<file path="config.mk">
export PLATFORM = sky130hd
export DESIGN_NAME = line_grid_aligner
export DESIGN_NICKNAME = d
export VERILOG_FILES = /design/src/rtl/line_grid_aligner_pkg.sv /design/src/rtl/line_grid_aligner.sv
export SDC_FILE = /design/constraint.sdc
export NUM_CORES = 1
export LEC_CHECK = 0
export ABC_AREA = 1
export BUFFER_PORTS_ARGS = -buffer_cell sky130_fd_sc_hd__buf_2
export CAP_MARGIN = 20
export CORE_MARGIN = 2
export CORE_UTILIZATION = 46
export CTS_CLUSTER_SIZE = 20
export DETAILED_ROUTE_END_ITERATION = 8
export GPL_TIMING_DRIVEN = 0
export HOLD_SLACK_MARGIN = 0.15
export PLACE_DENSITY_LB_ADDON = 0.12
export SLEW_MARGIN = 30
export SYNTH_ARGS = -nofsm -noshare
export SYNTH_HDL_FRONTEND = slang
export SYNTH_SLANG_ARGS = --single-unit
</file>
<file path="constraint.sdc">
create_clock -name clk_i -period 3.3 [get_ports clk_i]
set_input_delay 0.66 -clock clk_i [delete_from_list [all_inputs] [get_ports clk_i]]
set_output_delay 0.66 -clock clk_i [all_outputs]
set_load 0.01 [all_outputs]
</file>
<file path="src/rtl/line_grid_aligner_pkg.sv">
`default_nettype none
// ============================================================================
//  Module  : line_grid_aligner_pkg
//  Brief   : State type and bus-width helper shared by the line grid aligner
//            and the serial-to-parallel converter.
//  Rev     : 1.0 - initial release
// ============================================================================
package line_grid_aligner_pkg;

    typedef enum logic [2:0] {
        ST_IDLE     = 3'd0,
        ST_PASS     = 3'd1,
        ST_PAD_PX   = 3'd2,
        ST_DROP_PX  = 3'd3,
        ST_PAD_LINE = 3'd4
    } lga_state_t;

    // Pixel width rounded up to a whole number of bytes, in bits.
    function automatic int px_bus_bits(input int px_width);
        return ((px_width + 7) / 8) * 8;
    endfunction

endpackage
`default_nettype wire

</file>
<file path="src/rtl/line_grid_aligner.sv">
`default_nettype none
// ============================================================================
//  Module  : line_grid_aligner
//  Brief   : Forces every output line to FRAME_RES_X pixels and every frame to
//            a multiple of LINES_MULT lines by padding, truncating or
//            inserting lines in a serial AXI4-Stream video flow.
//  Rev     : 1.0 - initial release
// ============================================================================
module line_grid_aligner
    import line_grid_aligner_pkg::*;
#(
    parameter int PX_WIDTH    = 8,
    parameter int FRAME_RES_X = 1280,
    parameter int LINES_MULT  = 8,
    parameter int PAD_VALUE   = 0,
    localparam int DATA_W     = px_bus_bits(PX_WIDTH),
    localparam int KEEP_W     = DATA_W / 8
) (
    input  logic              clk_i,
    input  logic              rst_i,

    input  logic [DATA_W-1:0] video_i_tdata,
    input  logic [KEEP_W-1:0] video_i_tkeep,
    input  logic [KEEP_W-1:0] video_i_tstrb,
    input  logic              video_i_tvalid,
    input  logic              video_i_tlast,
    input  logic              video_i_tuser,
    output logic              video_i_tready,

    output logic [DATA_W-1:0] video_o_tdata,
    output logic [KEEP_W-1:0] video_o_tkeep,
    output logic [KEEP_W-1:0] video_o_tstrb,
    output logic              video_o_tvalid,
    output logic              video_o_tlast,
    output logic              video_o_tuser,
    input  logic              video_o_tready,

    input  logic              clr_i,
    output logic [15:0]       fix_cnt_o,
    output logic              sync_err_o
);

    localparam int c_px_w = (FRAME_RES_X > 1) ? $clog2(FRAME_RES_X) : 1;
    localparam int c_lc_w = (LINES_MULT > 1) ? $clog2(LINES_MULT) : 1;
    localparam logic [c_px_w-1:0] c_px_last = c_px_w'(FRAME_RES_X - 1);
    localparam logic [c_lc_w-1:0] c_lc_last = c_lc_w'(LINES_MULT - 1);
    localparam logic [DATA_W-1:0] c_pad     = DATA_W'(PAD_VALUE);

    lga_state_t        r_state;
    logic [c_px_w-1:0] r_px_cnt;
    logic [c_lc_w-1:0] r_line_cnt;
    logic              r_run;
    logic [15:0]       r_fix_cnt;
    logic              r_sync_err;

    logic              r_out_valid;
    logic [DATA_W-1:0] r_out_data;
    logic [KEEP_W-1:0] r_out_keep;
    logic [KEEP_W-1:0] r_out_strb;
    logic              r_out_last;
    logic              r_out_user;

    logic              w_load;
    logic              w_in_sof;
    logic              w_ready;
    logic              w_accept;
    logic              w_take_sof;
    logic              w_fwd;
    logic              w_pos_last;
    logic [c_px_w-1:0] w_pos;
    logic [c_px_w-1:0] w_px_next;
    logic [c_lc_w-1:0] w_lc_base;
    logic [c_lc_w-1:0] w_lc_next;
    logic              w_fix_inc;
    logic              w_sync_set;

    always_comb begin
        w_load   = !r_out_valid || video_o_tready;
        w_in_sof = video_i_tvalid && video_i_tuser;

        // A frame start is held off until the running frame is squared up.
        w_ready = 1'b0;
        case (r_state)
            ST_IDLE:    w_ready = w_load;
            ST_PASS:    w_ready = w_load && !(w_in_sof && (r_px_cnt != '0 || r_line_cnt != '0));
            ST_DROP_PX: w_ready = w_in_sof ? (w_load && r_line_cnt == '0) : 1'b1;
            default:    w_ready = 1'b0;
        endcase
        w_ready = w_ready && r_run;

        w_accept   = video_i_tvalid && w_ready;
        w_take_sof = w_accept && video_i_tuser;
        w_fwd      = w_accept && (r_state == ST_PASS || video_i_tuser);

        // An accepted frame start restarts the pixel/line grid at zero.
        w_pos      = w_take_sof ? '0 : r_px_cnt;
        w_pos_last = (w_pos == c_px_last);
        w_px_next  = w_pos_last ? '0 : w_pos + c_px_w'(1);
        w_lc_base  = w_take_sof ? '0 : r_line_cnt;
        w_lc_next  = (w_lc_base == c_lc_last) ? '0 : w_lc_base + c_lc_w'(1);

        w_fix_inc = 1'b0;
        if (w_fwd && (w_pos_last != video_i_tlast))
            w_fix_inc = 1'b1;
        if (r_state == ST_PASS && w_in_sof && r_px_cnt != '0)
            w_fix_inc = 1'b1;
        if (r_state == ST_PAD_LINE && w_load && w_pos_last)
            w_fix_inc = 1'b1;

        w_sync_set = 1'b0;
        if ((r_state == ST_PASS || r_state == ST_DROP_PX) && w_in_sof &&
            r_px_cnt == '0 && r_line_cnt != '0)
            w_sync_set = 1'b1;
    end

    always_ff @(posedge clk_i or posedge rst_i) begin
        if (rst_i) begin
            r_state     <= ST_IDLE;
            r_px_cnt    <= '0;
            r_line_cnt  <= '0;
            r_run       <= 1'b0;
            r_out_valid <= 1'b0;
            r_out_data  <= '0;
            r_out_keep  <= '0;
            r_out_strb  <= '0;
            r_out_last  <= 1'b0;
            r_out_user  <= 1'b0;
        end else begin
            r_run <= 1'b1;
            if (w_load)
                r_out_valid <= 1'b0;

            case (r_state)
                ST_IDLE, ST_PASS, ST_DROP_PX: begin
                    if (w_fwd) begin
                        r_out_valid <= 1'b1;
                        r_out_data  <= video_i_tdata;
                        r_out_keep  <= video_i_tkeep;
                        r_out_strb  <= video_i_tstrb;
                        r_out_last  <= w_pos_last;
                        r_out_user  <= w_take_sof;
                        r_px_cnt    <= w_px_next;
                        r_line_cnt  <= w_pos_last ? w_lc_next : w_lc_base;
                        if (w_pos_last)
                            r_state <= video_i_tlast ? ST_PASS : ST_DROP_PX;
                        else
                            r_state <= video_i_tlast ? ST_PAD_PX : ST_PASS;
                    end else if (w_accept) begin
                        if (r_state == ST_DROP_PX && video_i_tlast)
                            r_state <= ST_PASS;
                    end else if (w_in_sof && r_state != ST_IDLE) begin
                        if (r_px_cnt != '0)
                            r_state <= ST_PAD_PX;
                        else if (r_line_cnt != '0)
                            r_state <= ST_PAD_LINE;
                    end
                end

                ST_PAD_PX, ST_PAD_LINE: begin
                    if (w_load) begin
                        r_out_valid <= 1'b1;
                        r_out_data  <= c_pad;
                        r_out_keep  <= '1;
                        r_out_strb  <= '1;
                        r_out_last  <= w_pos_last;
                        r_out_user  <= 1'b0;
                        r_px_cnt    <= w_px_next;
                        if (w_pos_last) begin
                            r_line_cnt <= w_lc_next;
                            // Line insertion stops once the line grid wraps.
                            if (r_state == ST_PAD_PX || w_lc_next == '0)
                                r_state <= ST_PASS;
                        end
                    end
                end

                default: r_state <= ST_IDLE;
            endcase
        end
    end

    always_ff @(posedge clk_i or posedge rst_i) begin
        if (rst_i) begin
            r_fix_cnt  <= '0;
            r_sync_err <= 1'b0;
        end else begin
            if (clr_i)
                r_fix_cnt <= '0;
            else if (w_fix_inc && r_fix_cnt != 16'hFFFF)
                r_fix_cnt <= r_fix_cnt + 16'd1;

            if (clr_i)
                r_sync_err <= 1'b0;
            else if (w_sync_set)
                r_sync_err <= 1'b1;
        end
    end

    assign video_i_tready = w_ready;
    assign video_o_tvalid = r_out_valid;
    assign video_o_tdata  = r_out_data;
    assign video_o_tkeep  = r_out_keep;
    assign video_o_tstrb  = r_out_strb;
    assign video_o_tlast  = r_out_last;
    assign video_o_tuser  = r_out_user;
    assign fix_cnt_o      = r_fix_cnt;
    assign sync_err_o     = r_sync_err;

endmodule
`default_nettype wire

</file>
==> results of run 1 <==
-- worst paths after layout --
| check | from | to | cells after the start |
|---|---|---|---|
| max in group asynchronous | rst_i | r_px_cnt[5] | 2 |
| worst min register to register | video_o_tuser | video_o_tuser | 2 |
| worst max-delay path | r_px_cnt[10] | fix_cnt_o[6] | 23 |
| min in group clk_i | video_o_tuser | video_o_tuser | 2 |
| worst min-delay path | rst_i | video_o_tdata[6] | 2 |
| worst max register to register | r_px_cnt[10] | fix_cnt_o[6] | 23 |
-- logic make-up after synthesis --
logic type / count (synthesis)
simple gates: 208
xor+xnor: 18
flops: 48
buf+inv: 64
compound gates: 32
fa+ha+maj: 5
other cells: 1
-- flip-flops by register name, indices dropped and copies added, names as in the netlist --
register        cells
video_o_tlast       1
video_o_tkeep       1
r_run               1
video_o_tstrb       1
video_o_tvalid      1
r_px_cnt           11
sync_err_o          1
video_o_tuser       1
r_line_cnt          3
video_o_tdata       8
fix_cnt_o          16
r_state             3
-- layout make-up --
type / instances / area, um2 / area share [%]
well taps: 77 / 96.3 / 2.77
inverters: 53 / 201 / 5.79
flip-flops and latches: 48 / 1200 / 34.6
clock buffers: 7 / 86.3 / 2.48
plain buffers: 11 / 73.8 / 2.12
multi-input cells: 264 / 1490 / 42.9
clock inverters: 1 / 7.51 / 0.216
repair buffers: 58 / 318 / 9.14
-- power by group --
| part | leakage [nW] | internal (W) | switching, W |
|---|---|---|---|
| registers | 0.637 | 0.000711 | 0.0000853 |
| clock network | 0.0445 | 0.000171 | 0.000200 |
| logic | 1.27 | 0.000342 | 0.000604 |
| total | 1.95 | 0.00122 | 0.000889 |
-- metrics by stage --
stage                     worst slack (ns)  hold slack, ns  total power (W)  setup TNS [ns]
after global placement              -0.530           0.451          0.00171           -7.52
after floorplan                      0.118           0.467          0.00146               0
final                                0.186           0.423          0.00211               0
after CTS                           0.0583           0.449          0.00210               0
after detailed placement            -0.521           0.467          0.00172           -7.21
after global routing               -0.0149           0.462          0.00229         -0.0263
-- what timing repair did --
item	CTS	global route
pin swaps	1	2
buffers inserted	1	10
setup endpoints to repair	16	16
resized for setup	2	10
hold buffers	0	0
-- cells in the final DEF, fill, tap and decap left out, types with 2 or more instances in the layout --
cell type	Yosys	layout
a21oi_1	3	2
a22o_1	8	8
a31oi_1	2	2
buf_2	6	52
buf_4	2	14
buf_6	2	2
clkbuf_1	1	2
clkbuf_8	0	6
dfrtp_1	48	46
dfrtp_2	0	2
ha_1	5	4
inv_1	52	51
nand2_1	93	90
nand2_2	3	6
nand2_4	4	4
nand3_1	37	37
nand3_2	3	2
nand3b_1	3	3
nand4_1	18	18
nor2_1	33	30
nor2_2	1	4
nor2_4	2	2
nor3_1	4	4
o21ai_0	9	9
o21ai_1	2	2
o22a_1	2	2
o22ai_1	3	3
xnor2_1	2	2
xor2_1	16	16
-- per-layer routing --
metal  wire length (um)  vias up  GRT usage, %
met4                 95        0          7.33
met3                365        8          3.86
met2               3030       80          29.6
met5                  0        -             0
met1               3350     1262          27.7
li1                   -     1343             -
==> impl_metrics.json, run 1 <==
{
  "fmax_mhz": 321,
  "core-area_mm2": 0.00624,
  "clkTransAtPathRegs_ns": 0.09,
  "cpMaxStageDelayCell": "dfrtp_1",
  "antenna_found_initial": 0,
  "slew_viol_final": 0,
  "tightest_slew_ns": 0.601,
  "synth_xor_area_share_pct": 5.39,
  "synth-simple-area-share_pct": 34.7,
  "antenna_cells": 0,
  "synth.top_cells.by_count": "nand2_1, inv_1, dfrtp_1, nand3_1, nor2_1",
  "synth_top_family_by_area": "simple AND/OR/NAND/NOR gates",
  "htreeDepth": 2,
  "max-slew-margin-rel_pct": 59.9,
  "firstDrtPassIters": 4,
  "worst-path-buf-inv": 4,
  "vias": 2693,
  "ir_drop_v": 0.000423,
  "area_delta_synth_final_pct": 19.0,
  "async_flop_share_pct": 100,
  "drv_cap": 0,
  "final_cells": 519,
  "synth.most_common_cell": "nand2_1",
  "design.die.area_mm2": 0.00701,
  "skew_ns": 0.00658,
  "synth.area.top_cells": "dfrtp_1, nand2_1, inv_1",
  "dp_hpwl_mm": 4.79,
  "fin_area_mm2": 0.00348,
  "io_buffers": 47,
  "synth_area_per_cell_um2": 7.77,
  "fillCellCount": 590,
  "drc": 0,
  "ioPinCount": 48,
  "synth_seq_cells": 48,
  "drtIter0Drc": 115,
  "final_nets": 463,
  "crit_chain": "or2_0 -> nor2_1 -> nand2_2 -> nand2_1 -> nand2_1 -> nand2_2 -> nand3_2 -> buf_6 -> buf_4 -> nand2_1 -> inv_1 -> ha_1 -> nand2_2 -> nor2_4 -> nand3_4 -> ha_4 -> nor2_2 -> nor2_2 -> nand2_4 -> nand2_4 -> buf_6 -> nand3_1 -> nand2_1",
  "cp-end-kind": "register",
  "synthCells": 376,
  "root_buffer": "clkbuf_8",
  "worstPathMaxFanout": 10,
  "rows": 29,
  "start_util_pct": 46.8,
  "grt_pass1_vias": 2458,
  "power_leakage_nw": 1.95,
  "die_h_um": 83.7,
  "synth_fp_nets": 398,
  "crit_type": "reg2reg",
  "postLayoutCoreUtil_pct": 55.7,
  "place_area_mm2": 0.00326,
  "ant_nets": 0,
  "cts_made_buffers": 5,
  "startpoint_type": "register",
  "die_w_um": 83.7,
  "cts_tree": "built",
  "crit_path_frequent_cell": "nand2_1",
  "hold_violations": 0,
  "critPathMaxStageDelay_ns": 0.41,
  "grt_pass1_wl_mm": 11.3,
  "postRouteWirelength_mm": 6.84,
  "worstPathArrival_ns": 3.31,
  "finalCriticalPeriod_ns": 3.11,
  "synth_cell_types": 39,
  "clock_latency_ns": 0.30,
  "wire_per_inst_um": 13.2,
  "seq_area_frac_synth_pct": 41.1,
  "synth_area_leader_cell": "dfrtp_1",
  "cpLargestDelayFamily": "simple AND/OR/NAND/NOR gates",
  "yosysTopAreaCellShare_pct": 41.1,
  "cts_sinks": 48,
  "place_inst": 500,
  "vias_per_cell": 5.19,
  "synth_ff_type": "dfrtp_1",
  "layout-drive-gt1-share_pct": 23.5,
  "outcome": "complete, no violations",
  "r2r_slack_ns": 0.19,
  "cts_buffer_depth": 2,
  "muxShareOfSynthArea_pct": 0,
  "grt_max_degree": 49,
  "grtUsageTotal_pct": 19.5,
  "synthAdderAreaFrac_pct": 2.14,
  "synth-compound-area-share_pct": 7.28,
  "synth_edf_count": 0,
  "grt_overflow": 0,
  "yosys_warnings": 0,
  "finalCritPeriodShare_pct": 94.4,
  "syn_area_mm2": 0.00292,
  "setup_viol": 0,
  "cp.required_ns": 3.50,
  "min_path_type": "in2async",
  "cellPowerDensity_mw_per_mm2": 608,
  "place.gp.congestion": 0.883
}
(Power assumes the default switching activity.)
==> run 2, diff against run 1 <==
clock period = 3.8 ns   (was 3.3 ns; I/O delays follow)
==> run 2 against run 1 <==
Global-route usage hardly changed. Sequential cell count stayed put. Combinational power down 16%. Non-clock buffer count fell by 11. First-iteration DRC count increased by 2.6%. Largest cell class unchanged. Setup slack gained 0.15 ns. Wire length is 4.0% lower.
==> impl_metrics.json, run 2 (synthesized netlist as in run 1, its figures left out) <==
{
  "outcome": "complete, no violations",
  "fmax_mhz": 289,
  "die_h_um": 83.7,
  "grt_pass1_wl_mm": 11.2,
  "start_util_pct": 46.8,
  "hold_violations": 0,
  "io_buffers": 47,
  "grt_overflow": 0,
  "cp.required_ns": 4.00,
  "wire_per_inst_um": 12.9,
  "swShare_pct": 41.9,
  "place.gp.congestion": 0.883,
  "setup_viol": 0,
  "core-area_mm2": 0.00624,
  "min_path_type": "reg2reg",
  "final_nets": 452,
  "ant_nets": 0,
  "cts_buffer_depth": 2,
  "crit_path_frequent_cell": "nand2_1",
  "layout.cells.most_common_list": "nand2_1, buf_2, inv_1",
  "firstDrtPassIters": 4,
  "grtUsageTotal_pct": 19.5,
  "critPathMaxStageDelay_ns": 0.32,
  "layout-drive-gt1-share_pct": 19.7,
  "tightest_slew_ns": 0.604,
  "worst-path-buf-inv": 5,
  "die_w_um": 83.7,
  "postLayoutCoreUtil_pct": 53.9,
  "grt_max_degree": 49,
  "clock_latency_ns": 0.30,
  "grt_pass1_vias": 2455,
  "pre_cts_ws_ns": -0.121,
  "root_buffer": "clkbuf_8",
  "ir_drop_v": 0.000365,
  "antenna_cells": 0,
  "crit_chain": "buf_2 -> nand2_1 -> a21oi_2 -> nor2_1 -> nand2_1 -> nand2_1 -> nand3_2 -> buf_6 -> buf_2 -> nand2_1 -> inv_1 -> ha_1 -> nand2_1 -> nor2_4 -> nand3_4 -> ha_1 -> nor2_1 -> nor2_2 -> nand2_4 -> nand2_4 -> buf_6 -> nand3_1 -> nand2_1",
  "ioPinCount": 48,
  "slew_viol_final": 0,
  "dp_hpwl_mm": 4.79,
  "clkTransAtPathRegs_ns": 0.09,
  "cpLargestDelayFamily": "simple AND/OR/NAND/NOR gates",
  "seqPwrFrac_pct": 38.4,
  "rows": 29,
  "cts_sinks": 48,
  "rsz0062_at_grt": "no",
  "p_int_w": 0.00105,
  "design.die.area_mm2": 0.00701,
  "drtIter0Drc": 118,
  "ctsHoldBuffers": 0,
  "vias": 2612,
  "vias_per_cell": 5.14,
  "area_delta_synth_final_pct": 15.1,
  "cts_tree": "built",
  "startpoint_type": "primary input",
  "cellPowerDensity_mw_per_mm2": 536,
  "final_cells": 508,
  "crit_type": "in2reg",
  "layout_commonest_cell": "nand2_1",
  "cp-end-kind": "register",
  "fin_area_mm2": 0.00336,
  "drc": 0,
  "skew_ns": 0.00646,
  "postCtsResizedCells": 0,
  "cts_setup_buffers": 0,
  "switching_power_w": 0.000756,
  "finalCritPeriodShare_pct": 91.2,
  "largest_register_ffs": 16,
  "place_area_mm2": 0.00326,
  "max-slew-margin-rel_pct": 59.7,
  "place_inst": 500,
  "worstPathMaxFanout": 10,
  "worstPathArrival_ns": 3.66,
  "drv_cap": 0,
  "hold_ws_ns": 0.486,
  "htreeDepth": 2,
  "fillCellCount": 597,
  "clockPowerShare_pct": 17.8,
  "antenna_found_initial": 0,
  "cts_made_buffers": 5,
  "fin_ws_ns": 0.334,
  "p_comb_share_pct": 43.8,
  "postRouteWirelength_mm": 6.57,
  "power_leakage_nw": 1.90,
  "finalCriticalPeriod_ns": 3.47,
  "cpMaxStageDelayCell": "ha_1"
}
[run 2: cell types whose count changed in the layout (fill, tap and decap cells not counted), sizes merged]
cell | previous run | this run
buf | 68 | 57
[run 2: worst paths after layout]
check | from | end | slack, ns | cells after the start
worst max-delay path | video_i_tuser | fix_cnt_o[6] | 0.33 | 23
worst min-delay path | video_o_tuser | video_o_tuser | 0.49 | 2
worst max register to register | r_px_cnt[4] | fix_cnt_o[6] | 0.41 | 24
worst min register to register | video_o_tuser | video_o_tuser | 0.49 | 2
max in group asynchronous | rst_i | video_o_tlast | 2.86 | 2
min in group asynchronous | rst_i | video_o_tdata[6] | 0.53 | 2
[run 2: final cells by class]
cell class	count	area, um2	share of cell area (%)
multi-input combinational	264	1470	43.5
sequential	48	1200	35.7
timing repair buffer	47	235	6.99
inverter	53	201	5.99
tap	77	96.3	2.86
clock buffer	7	86.3	2.57
buffer	11	71.3	2.12
clock inverter	1	7.51	0.223
[run 2: power by group through the flow]
stage | registers, W | logic (W) | clock network, W
after floorplan | 0.000717 | 0.000553 | 0
after global placement | 0.000701 | 0.000785 | 0
after detailed placement | 0.000700 | 0.000789 | 0
after CTS | 0.000694 | 0.000792 | 0.000334
after global routing | 0.000710 | 0.000901 | 0.000353
final | 0.000693 | 0.000790 | 0.000321
[run 2: worst reg2reg max path: stages (launching register included)]
cell and delay, ns:
dfrtp_1 0.45, nor2_1 0.07, nand2_1 0.08, nor2_1 0.05, nand2_1 0.12, nand2_1 0.09, nand2_1 0.08, nand2_1 0.08
nand3_2 0.10, buf_6 0.15, buf_2 0.23, nand2_1 0.08, inv_1 0.06, ha_1 0.15, nand2_1 0.09, nor2_4 0.23
nand3_4 0.16, ha_1 0.32, nor2_1 0.14, nor2_2 0.06, nand2_4 0.13, nand2_4 0.10, buf_6 0.15, nand3_1 0.07
nand2_1 0.06
[run 2: routing by layer]
metal	track usage, %	vias up	part of all wire [%]
met5	0	-	0
met4	7.33	0	1.5
met3	3.86	8	5.2
met2	29.5	68	43
met1	27.7	1207	50
li1	-	1329	-
[run 2: through the flow]
| stage | total power, W | TNS [ns] |
|---|---|---|
| 2_1_floorplan | 0.00127 | 0 |
| 3_3_place_gp | 0.00149 | -1.23 |
| 3_5_place_dp | 0.00149 | -1.04 |
| 4_1_cts | 0.00182 | 0 |
| 5_1_grt | 0.00196 | 0 |
| 6_report | 0.00180 | 0 |
